`src/rtl/vc_reader_if.sv`:
```
// Bundle of the two VC FIFO pop ports, the downstream push port and the status
// outputs of the VC reader. The reader uses the master side; FIFOs/bench use slave.
interface vc_reader_if #(
  parameter int BW16 = 16,
  parameter int CNTW = 8
);
  logic            VC0_empty;
  logic [BW16-1:0] VC0_data_in;
  logic            VC0_rd;
  logic            VC1_empty;
  logic [BW16-1:0] VC1_data_in;
  logic            VC1_rd;
  logic            D_almost_full;
  logic            D_full;
  logic            D_wr;
  logic [BW16-1:0] D_data_out;
  logic [CNTW-1:0] cnt_vc0;
  logic [CNTW-1:0] cnt_vc1;
  logic            error_output;

  modport master (
    input  VC0_empty, VC0_data_in, VC1_empty, VC1_data_in, D_almost_full, D_full,
    output VC0_rd, VC1_rd, D_wr, D_data_out, cnt_vc0, cnt_vc1, error_output
  );

  modport slave (
    output VC0_empty, VC0_data_in, VC1_empty, VC1_data_in, D_almost_full, D_full,
    input  VC0_rd, VC1_rd, D_wr, D_data_out, cnt_vc0, cnt_vc1, error_output
  );
endinterface

```
`src/rtl/vc_reader.sv`:
```
// Drains two VC FIFOs into one downstream FIFO: VC0 has priority, VC1 gets a slot
// after every W0 consecutive VC0 grants. Two-cycle pop-to-push pipeline.
module vc_reader #(
  parameter int BW16 = 16,
  parameter int W0   = 4,
  parameter int CNTW = 8
) (
  input  logic       clk,
  input  logic       reset,
  vc_reader_if.master bus
);

  localparam logic [3:0] W0_L = 4'(W0);

  function automatic logic [3:0] sat_inc(input logic [3:0] v);
    return (v >= W0_L) ? W0_L : v + 4'd1;
  endfunction

  logic            issue;
  logic            pop0;
  logic            pop1;
  logic [3:0]      burst_cnt;
  logic            vld_p0;
  logic            sel_p0;
  logic            vld_p1;
  logic            sel_p1;
  logic [BW16-1:0] data_p1;
  logic [CNTW-1:0] cnt0;
  logic [CNTW-1:0] cnt1;
  logic            err;

  always_comb begin
    issue = !reset && !bus.D_almost_full && !bus.D_full;
    pop0  = 1'b0;
    pop1  = 1'b0;
    if (issue) begin
      if (!bus.VC0_empty && !bus.VC1_empty) begin
        if (burst_cnt < W0_L) pop0 = 1'b1;
        else                  pop1 = 1'b1;
      end else if (!bus.VC0_empty) begin
        pop0 = 1'b1;
      end else if (!bus.VC1_empty) begin
        pop1 = 1'b1;
      end
    end
  end

  always_ff @(posedge clk or posedge reset) begin
    if (reset) begin
      burst_cnt <= 4'd0;
      vld_p0    <= 1'b0;
      sel_p0    <= 1'b0;
      vld_p1    <= 1'b0;
      sel_p1    <= 1'b0;
      data_p1   <= '0;
      cnt0      <= '0;
      cnt1      <= '0;
      err       <= 1'b0;
    end else begin
      if (pop0)      burst_cnt <= sat_inc(burst_cnt);
      else if (pop1) burst_cnt <= 4'd0;

      // p0: pop issued this edge, remember which FIFO will present data next cycle
      vld_p0 <= pop0 || pop1;
      sel_p0 <= pop1;

      // p1: FIFO data valid now, capture into the downstream write register
      vld_p1 <= vld_p0;
      sel_p1 <= sel_p0;
      if (vld_p0) data_p1 <= sel_p0 ? bus.VC1_data_in : bus.VC0_data_in;

      // push retires: account the word and flag a push into a full FIFO
      if (vld_p1) begin
        if (sel_p1) cnt1 <= cnt1 + CNTW'(1);
        else        cnt0 <= cnt0 + CNTW'(1);
        if (bus.D_full) err <= 1'b1;
      end
    end
  end

  assign bus.VC0_rd       = pop0;
  assign bus.VC1_rd       = pop1;
  assign bus.D_wr         = vld_p1;
  assign bus.D_data_out   = data_p1;
  assign bus.cnt_vc0      = cnt0;
  assign bus.cnt_vc1      = cnt1;
  assign bus.error_output = err;

endmodule

```
`src/flat_wrapper.sv`:
```
// flat-port wrapper written by rule: the top's interface ports become plain ports
module vc_reader_flat 
#(
  parameter int BW16 = 16,
  parameter int W0   = 4,
  parameter int CNTW = 8
)
  (clk, reset, bus_VC0_empty, bus_VC0_data_in, bus_VC1_empty, bus_VC1_data_in, bus_D_almost_full, bus_D_full, bus_VC0_rd, bus_VC1_rd, bus_D_wr, bus_D_data_out, bus_cnt_vc0, bus_cnt_vc1, bus_error_output);
  vc_reader_if #(.BW16(BW16), .CNTW(CNTW)) bus_i ();
  input  logic clk;
  input  logic reset;
  input wire logic [$bits(bus_i.VC0_empty)-1:0] bus_VC0_empty;
  input wire logic [$bits(bus_i.VC0_data_in)-1:0] bus_VC0_data_in;
  input wire logic [$bits(bus_i.VC1_empty)-1:0] bus_VC1_empty;
  input wire logic [$bits(bus_i.VC1_data_in)-1:0] bus_VC1_data_in;
  input wire logic [$bits(bus_i.D_almost_full)-1:0] bus_D_almost_full;
  input wire logic [$bits(bus_i.D_full)-1:0] bus_D_full;
  output wire logic [$bits(bus_i.VC0_rd)-1:0] bus_VC0_rd;
  output wire logic [$bits(bus_i.VC1_rd)-1:0] bus_VC1_rd;
  output wire logic [$bits(bus_i.D_wr)-1:0] bus_D_wr;
  output wire logic [$bits(bus_i.D_data_out)-1:0] bus_D_data_out;
  output wire logic [$bits(bus_i.cnt_vc0)-1:0] bus_cnt_vc0;
  output wire logic [$bits(bus_i.cnt_vc1)-1:0] bus_cnt_vc1;
  output wire logic [$bits(bus_i.error_output)-1:0] bus_error_output;
  assign bus_i.VC0_empty = bus_VC0_empty;
  assign bus_i.VC0_data_in = bus_VC0_data_in;
  assign bus_i.VC1_empty = bus_VC1_empty;
  assign bus_i.VC1_data_in = bus_VC1_data_in;
  assign bus_i.D_almost_full = bus_D_almost_full;
  assign bus_i.D_full = bus_D_full;
  assign bus_VC0_rd = bus_i.VC0_rd;
  assign bus_VC1_rd = bus_i.VC1_rd;
  assign bus_D_wr = bus_i.D_wr;
  assign bus_D_data_out = bus_i.D_data_out;
  assign bus_cnt_vc0 = bus_i.cnt_vc0;
  assign bus_cnt_vc1 = bus_i.cnt_vc1;
  assign bus_error_output = bus_i.error_output;
  vc_reader #(.BW16(BW16), .W0(W0), .CNTW(CNTW)) u_core (.clk(clk), .reset(reset), .bus(bus_i));
endmodule
```
`config.mk`:
```
export PLATFORM = sky130hd
export DESIGN_NAME = vc_reader_flat
export DESIGN_NICKNAME = d
export VERILOG_FILES = /design/src/rtl/vc_reader_if.sv /design/src/rtl/vc_reader.sv /design/src/flat_wrapper.sv
export SDC_FILE = /design/constraint.sdc
export NUM_CORES = 1
export LEC_CHECK = 0
export ABC_AREA = 1
export CORE_AREA = 5 5 71 73
export DETAILED_ROUTE_END_ITERATION = 16
export DIE_AREA = 0 0 76 78
export PLACE_DENSITY = 0.87
export SYNTH_ARGS = -nofsm -noshare
export SYNTH_HDL_FRONTEND = slang
export SYNTH_SLANG_ARGS = --single-unit
```
`constraint.sdc`:
```
create_clock -name clk -period 1.7 [get_ports clk]
set_input_delay 0.255 -clock clk [delete_from_list [all_inputs] [get_ports clk]]
set_output_delay 0.255 -clock clk [all_outputs]
set_load 0.005 [all_outputs]
```
Word level (Yosys, flattened, before mapping). Index checks and enable logic that the tools add are counted. W data, S select, Z words.

Bitwise operators: 1. $lt $le $gt $ge: 2. Muxes and demuxes: 13. $add $sub $neg: 3. Reductions and logical operators: 13.

Operators by type and width (count): $add A8 B1 Y8 const B (2); $mux W16 (1); $mux W4 (3); $mux W1 (9); $reduce_and A2 Y1 (3); $logic_not A1 Y1 (5); $add A4 B1 Y4 const B (1); $ge A4 B3 Y1 const B (1); $lt A4 B3 Y1 const B (1); $logic_and A1 B1 Y1 (3); $reduce_bool A2 Y1 (1); $logic_or A1 B1 Y1 (1); $not A1 Y1 (1).

Register bits: 41. Input port bits: 38. Output and inout port bits: 36. Logic and storage cells: 41.

Logic depth before layout (Yosys ltp). Gate-level depths: netlist of run 1.

Word-level depth: 6. Depth in mapped cells: 7. Depth with buffers taken out: 7.

Worst setup path after synthesis of run 1. Ideal clock, no wire load.

Path type: register to register. From: register u_core.cnt1[0], in the netlist u_core.bus.cnt_vc1[0]. To: register u_core.cnt1[4], in the netlist u_core.bus.cnt_vc1[4]. Buffers on the path: 0. Data required time: 1583 ps. Period minus slack after synthesis: 1078 ps. Cell stages (with the launch flop): 7. Arrival: 961 ps. Path slack: 622 ps. Setup time: 117 ps. Path through: dfrtp_1 -> ha_1 -> inv_1 -> nor3b_4 -> nand2_1 -> nand2_1 -> nand2_1.

Cells in the longest elaborated chain, start to end: 1.

RTL lines: start: declaration (RTL line vc_reader.sv:29) `logic [CNTW-1:0] cnt1;`; start signal: assignment (RTL line vc_reader.sv:74) `if (sel_p1) cnt1 <= cnt1 + CNTW'(1);`; $add A8 B1 Y8 (RTL line vc_reader.sv:74).

No other way between the ends. A chain may end at the register's enable or synchronous reset.

Final worst setup path of run 1.
From: input port reset. To: output port bus_VC1_rd.

Cells in the longest elaborated chain, start to end: 4.

RTL lines: start: declaration (RTL line flat_wrapper.sv:11) `input logic reset;`; $logic_not A1 Y1 (no line); $logic_and A1 B1 Y1 (2 in a row) (RTL line vc_reader.sv:33) `issue = !reset && !bus.D_almost_full && !bus.D_full;`; $mux W1 (RTL line vc_reader.sv:36) `if (issue) begin`; end: declaration (RTL line flat_wrapper.sv:19) `output wire logic [$bits(bus_i.VC1_rd)-1:0] bus_VC1_rd;`.

No other way between the ends.

==> flow_metrics.py, run 1 <==
metrics = {
    "clocking": {
        "clk_root_buffer_cell": "clkbuf_8",
        "cts_hold_buf": 0,
        "cts.htree.levels": 2,
        "clock_sinks": 41,
        "cts_buffers": 5,
        "clk_pin_slew_worst_paths_ns": 0.08,
        "cts_tree": "yes",
        "cts.path.max_buffers": 2,
        "clk_latency_ns": 0.29,
    },
    "setup_path": {
        "arrival_ns": 1.33,
        "critPathKind": "primary input to primary output",
        "crit_chain": "clkdlybuf4s50_1 > nor2_2 > nand2_2 > a211oi_2 > dlygate4sd2_1",
        "worst-r2r-setup-slack_ns": 0.52,
        "critPathLaunchType": "primary input",
        "worst_setup_path_end_kind": "primary output",
        "slowest_stage": "clkdlybuf4s50_1",
        "cp_max_fo": 2,
        "max_stage_delay_ns": 0.43,
        "worstPathRequired_ns": 1.44,
    },
    "drt": {
        "vias": 1699,
        "first_pass_iters": 6,
        "wl_per_cell_um": 12.1,
        "drt-initial-drc-count": 64,
        "drtAntennaViolNets": 0,
        "route.detailed.drc": 0,
        "via_per_inst": 4.69,
        "routed_wl_um": 4390,
    },
    "power": {
        "peakVddDrop_mv": 0.613,
        "leakagePower_nw": 1.37,
        "pwr_density_cell_mw_per_mm2": 939,
        "power.total_w": 0.00269,
    },
    "final_layout": {
        "final_net_count": 350,
        "drive_gt1_share_pct": 11.6,
        "final_util_pct": 66.8,
        "antenna_cells": 0,
        "final_cells": 362,
        "area_growth_pct": 52.1,
    },
    "timing": {
        "setup_slack_ns": 0.111,
        "hold_ws_ns": 0.366,
        "clock.fmax_mhz": 629,
        "drv_slew": 0,
        "relSlewSlack_pct": 73.8,
        "finalCritPeriodShare_pct": 93.5,
        "hold_viol": 0,
        "skew_ns": 0.00465,
        "period_minus_slack_ns": 1.59,
        "finalSetupViolations": 0,
        "rsz0062_at_grt": "false",
        "max_slew.worst_pin.slew_ns": 0.392,
    },
    "yosys": {
        "synth_flop_cell": "dfrtp_1",
        "syn_area_mm2": 0.00188,
        "synth_top_area_cell": "dfrtp_1",
        "synth_compound_area_share_pct": 7.57,
        "synth_cells": 225,
        "yosysWarnings": 0,
        "synth-edff-count": 0,
        "synthSimpleGateAreaFrac_pct": 26.8,
        "synth_area_leaders": "dfrtp_1, nand2_1, a31oi_1, nor2_1, inv_1",
        "synth.avg_cell_area_um2": 8.37,
        "synth_nets": 266,
        "synth_top_family_by_area": "simple AND/OR/NAND/NOR gates",
        "synth_fa_ha_area_share_pct": 1.99,
        "synth_xor_area_share_pct": 2.32,
        "yosys.cell_count.top_type": "nand2_1",
        "synth_cell_type_count": 25,
        "synth_top_cell_area_share_pct": 54.4,
        "ys_ff_latch": 41,
        "synthMuxAreaShare_pct": 0,
        "synth_common_cells": "nand2_1, dfrtp_1, nor2_1, inv_1, a31oi_1",
        "seq_area_frac_synth_pct": 54.4,
        "synthArstFlopShare_pct": 100,
    },
    "placed_design": {
        "numPortBuffers": 73,
        "dp_cells": 352,
        "post-place-ws_ns": -0.260,
        "routabilityCongestion": 0.766,
        "place_hpwl_um": 3310,
    },
    "global_routing": {
        "grt_pass1_vias": 1706,
        "grt_first_pass_wirelength_um": 7360,
        "grt_usage_pct": 15.1,
        "grt_remaining_overflow": 0,
        "antenna_found_initial": 0,
        "grt_max_degree": 42,
    },
    "die": {
        "die_h_um": 78,
        "core_mm2": 0.00429,
        "fp-row-count": 24,
        "dieArea_mm2": 0.00593,
        "start_util_pct": 43.9,
        "ios": 74,
        "fp.dieW_um": 76,
    },
    "hold_path": {
        "hold_path.class": "primary input to async pin",
    },
    "status": {
        "status": "finished, final reports clean",
    },
    "flow_run": {
        "maxCapViolations": 0,
    },
}
-- critical path, delay by kind of cell --
kind            cells  cell delay [ns]
compound gates      1             0.18
simple gates        2             0.21
buf+inv             2             0.69
-- final timing paths --
| kind | cells after the start | end | from |
|---|---|---|---|
| worst max-delay path | 5 | bus_VC1_rd | reset |
| min in group clk | 0 | u_core.sel_p1 | u_core.sel_p0 |
| worst min-delay path | 3 | u_core.bus.cnt_vc0[4] | reset |
| max in group asynchronous | 3 | u_core.bus.cnt_vc1[5] | reset |
| worst min register to register | 0 | u_core.sel_p1 | u_core.sel_p0 |
| worst max register to register | 7 | u_core.bus.cnt_vc0[6] | u_core.bus.D_wr |
-- logic make-up after synthesis --
family | count (synthesis)
AND/OR/NAND/NOR | 120
flip-flops | 41
buffers and inverters | 33
AO/OA/AOI/OAI | 23
adder cells (fa/ha/maj) | 3
XOR/XNOR | 5
-- what timing repair did --
action                                  4_1_cts  5_1_grt
pin swaps                                     1        1
setup buffers                                 2        0
resized for setup                             3        5
endpoints found under the setup margin        2        2
-- report_power, final --
group	switching (W)	internal, W
Combinational	0.000233	0.000402
Sequential	0.000121	0.00112
Clock	0.000335	0.000477
Total	0.000689	0.00200
-- state kept, by name, summed over array words and instances (netlist names) --
signal	count
u_core.sel_p0	1
u_core.bus.error_output	1
u_core.burst_cnt	4
u_core.bus.cnt_vc1	8
u_core.vld_p0	1
u_core.bus.D_wr	1
u_core.sel_p1	1
u_core.bus.D_data_out	16
u_core.bus.cnt_vc0	8
-- per-stage QoR --
step                instance area [µm²]  setup TNS, ns
CTS                                2860              0
floorplan                          1880              0
global placement                   2730         -0.421
finish                             2870              0
global route                       2870              0
detailed placement                 2730         -0.484
-- layout make-up --
type	instances	area (µm²)
clock inverter	2	37.5
tap	52	65.1
multi-input combinational	151	742
timing repair buffer	83	812
fill	355	1430
clock buffer	6	82.6
inverter	27	101
sequential	41	1030
-- routing by layer --
metal  GRT usage [%]  vias up  wire length (µm)
li1                -      872                 -
met1            16.8      768              1840
met2            26.6       53              2180
met3            4.86        6               330
met4            6.23        0                48
met5               0        -                 0
-- placed cells by master, fill, tap and decap left out, drive strengths merged, types with 2 or more instances in the layout --
cell type	instances
inv	27
xnor2	2
dfrtp	41
buf	10
nand3	6
clkbuf	7
xor2	3
nor2	30
ha	3
nand2	79
o21ai	4
a31oi	16
clkdlybuf4s50	71
Power figures use the tool's default switching activity.
==> run 2: changes to the inputs <==
CORE_AREA = 5 5 73 75   (was 5 5 71 73)
DIE_AREA = 0 0 78 80   (was 0 0 76 78)
PLACE_DENSITY = 0.83   (was 0.87)
clock period = 1.6 ns   (was 1.7 ns; I/O delays follow)
==> flow_metrics.py, run 2 (same netlist as run 1, synthesis figures left out) <==
metrics = {
    "clocking": {
        "clock_sinks": 41,
        "clk_root_buffer_cell": "clkbuf_8",
        "cts.htree.levels": 2,
        "clk_latency_ns": 0.28,
        "cts_buffers": 5,
        "clk_pin_slew_worst_paths_ns": 0.08,
        "cts.path.max_buffers": 2,
        "cts_hold_buf": 0,
        "cts_tree": "yes",
    },
    "die": {
        "die_h_um": 80,
        "ios": 74,
        "start_util_pct": 41.0,
        "fp.dieW_um": 78,
        "core_mm2": 0.00460,
        "dieArea_mm2": 0.00624,
        "fp-row-count": 25,
    },
    "global_routing": {
        "grtUsageMet3_pct": 5.08,
        "use_met2_pct": 27.1,
        "grt_remaining_overflow": 0,
        "grt_usage_pct": 14.9,
        "met1_usage_pct": 16.4,
        "antenna_found_initial": 0,
        "grt-busiest-layer": "met2",
        "grt_first_pass_wirelength_um": 7490,
        "grt_max_degree": 42,
        "grt_pass1_vias": 1709,
    },
    "setup_path": {
        "worst-r2r-setup-slack_ns": 0.43,
        "reg2reg_from": "u_core.bus.D_wr",
        "critPathKind": "primary input to primary output",
        "rr_worst_depth": 7,
        "worst_setup_path_end_kind": "primary output",
        "critPathLaunchType": "primary input",
        "worstPathRequired_ns": 1.36,
        "cp_max_fo": 2,
        "arrival_ns": 1.27,
        "worst_r2r_endpoint": "u_core.bus.cnt_vc0[6]",
    },
    "drt": {
        "route.detailed.drc": 0,
        "first_pass_iters": 4,
        "wl_per_cell_um": 12.0,
        "via_per_inst": 4.69,
        "drt-initial-drc-count": 68,
        "vias": 1713,
        "drtAntennaViolNets": 0,
        "routed_wl_um": 4380,
    },
    "hold_path": {
        "hold_path.class": "primary input to async pin",
    },
    "timing": {
        "rsz0062_at_grt": "false",
        "max_slew.worst_pin.slew_ns": 0.381,
        "hold_viol": 0,
        "setup_slack_ns": 0.0934,
        "finalSetupViolations": 0,
        "finalCritPeriodShare_pct": 94.2,
        "clock.fmax_mhz": 664,
        "drv_slew": 0,
        "skew_ns": 0.00628,
        "period_minus_slack_ns": 1.51,
        "relSlewSlack_pct": 74.5,
    },
    "placed_design": {
        "dp_cells": 355,
        "numPortBuffers": 73,
        "post-place-ws_ns": -0.397,
        "place_hpwl_um": 3270,
        "routabilityCongestion": 0.812,
    },
    "final_layout": {
        "largest_reg_flops": 16,
        "final_cell_mix": "nand2_1, clkdlybuf4s50_1, dfrtp_1",
        "final_net_count": 351,
        "final_cells": 365,
        "layout_commonest_cell": "nand2_1",
        "antenna_cells": 0,
        "drive_gt1_share_pct": 12.2,
        "area_growth_pct": 51.3,
    },
    "flow_run": {
        "maxCapViolations": 0,
    },
    "power": {
        "leakagePower_nw": 1.36,
        "power.total_w": 0.00265,
        "peakVddDrop_mv": 0.553,
        "pwr_density_cell_mw_per_mm2": 928,
    },
    "status": {
        "status": "finished, final reports clean",
    },
}
[run 2: final cells by class]
cell class / count / area [µm²]
fillers: 385 / 1750
flip-flops and latches: 41 / 1030
repair buffers: 84 / 818
multi-input cells: 151 / 754
inverters: 27 / 101
clock buffers: 6 / 72.6
well taps: 54 / 67.6
clock inverters: 2 / 10.0
[run 2: worst max path at each step]
| stage | start | to | slack, ns | cells past startpoint |
|---|---|---|---|---|
| final | bus_D_almost_full | bus_VC1_rd | 0.09 | 5 |
| after global routing | u_core.bus.D_wr | bus_D_wr | 0.04 | 1 |
| after CTS | reset | bus_VC1_rd | 0.009 | 5 |
| after detailed placement | reset | bus_VC1_rd | -0.40 | 5 |
| after global placement | reset | bus_VC1_rd | -0.29 | 5 |
| after floorplan | reset | u_core.burst_cnt[0] | 0.41 | 1 |
[run 2: what timing repair did]
action,in CTS,in global routing
endpoints found under the setup margin,2,2
pin swaps,0,3
gates resized for setup,7,8
setup buffers,0,2
[run 2: metal layers]
layer | wire [µm] | part of all wire, %
met1 | 1720 | 39
met2 | 2270 | 52
met3 | 356 | 8.1
met4 | 41 | 0.94
met5 | 0 | 0
[run 2: power by group]
group          switching (W)  total, W  internal [W]
Sequential          0.000126   0.00132       0.00119
Combinational       0.000256  0.000688      0.000432
Clock               0.000334  0.000637      0.000302
Total               0.000717   0.00265       0.00193
[run 2: stage by stage]
stage          hold slack, ns  instance area [µm²]  setup TNS (ns)  util (%)
6_report                0.166                 2850               0      62.0
5_1_grt                 0.197                 2850               0      62.0
4_1_cts                 0.450                 2830               0      61.5
3_5_place_dp            0.469                 2740          -0.724      59.5
3_3_place_gp            0.464                 2740          -0.565      59.5
2_1_floorplan           0.338                 1880               0         -
[run 2: critical path, cell delays in order]
cell and delay [ns]:
clkdlybuf4s50_1 0.41, nor2_2 0.13, nand2_2 0.09, a211oi_2 0.24, clkbuf_2 0.16
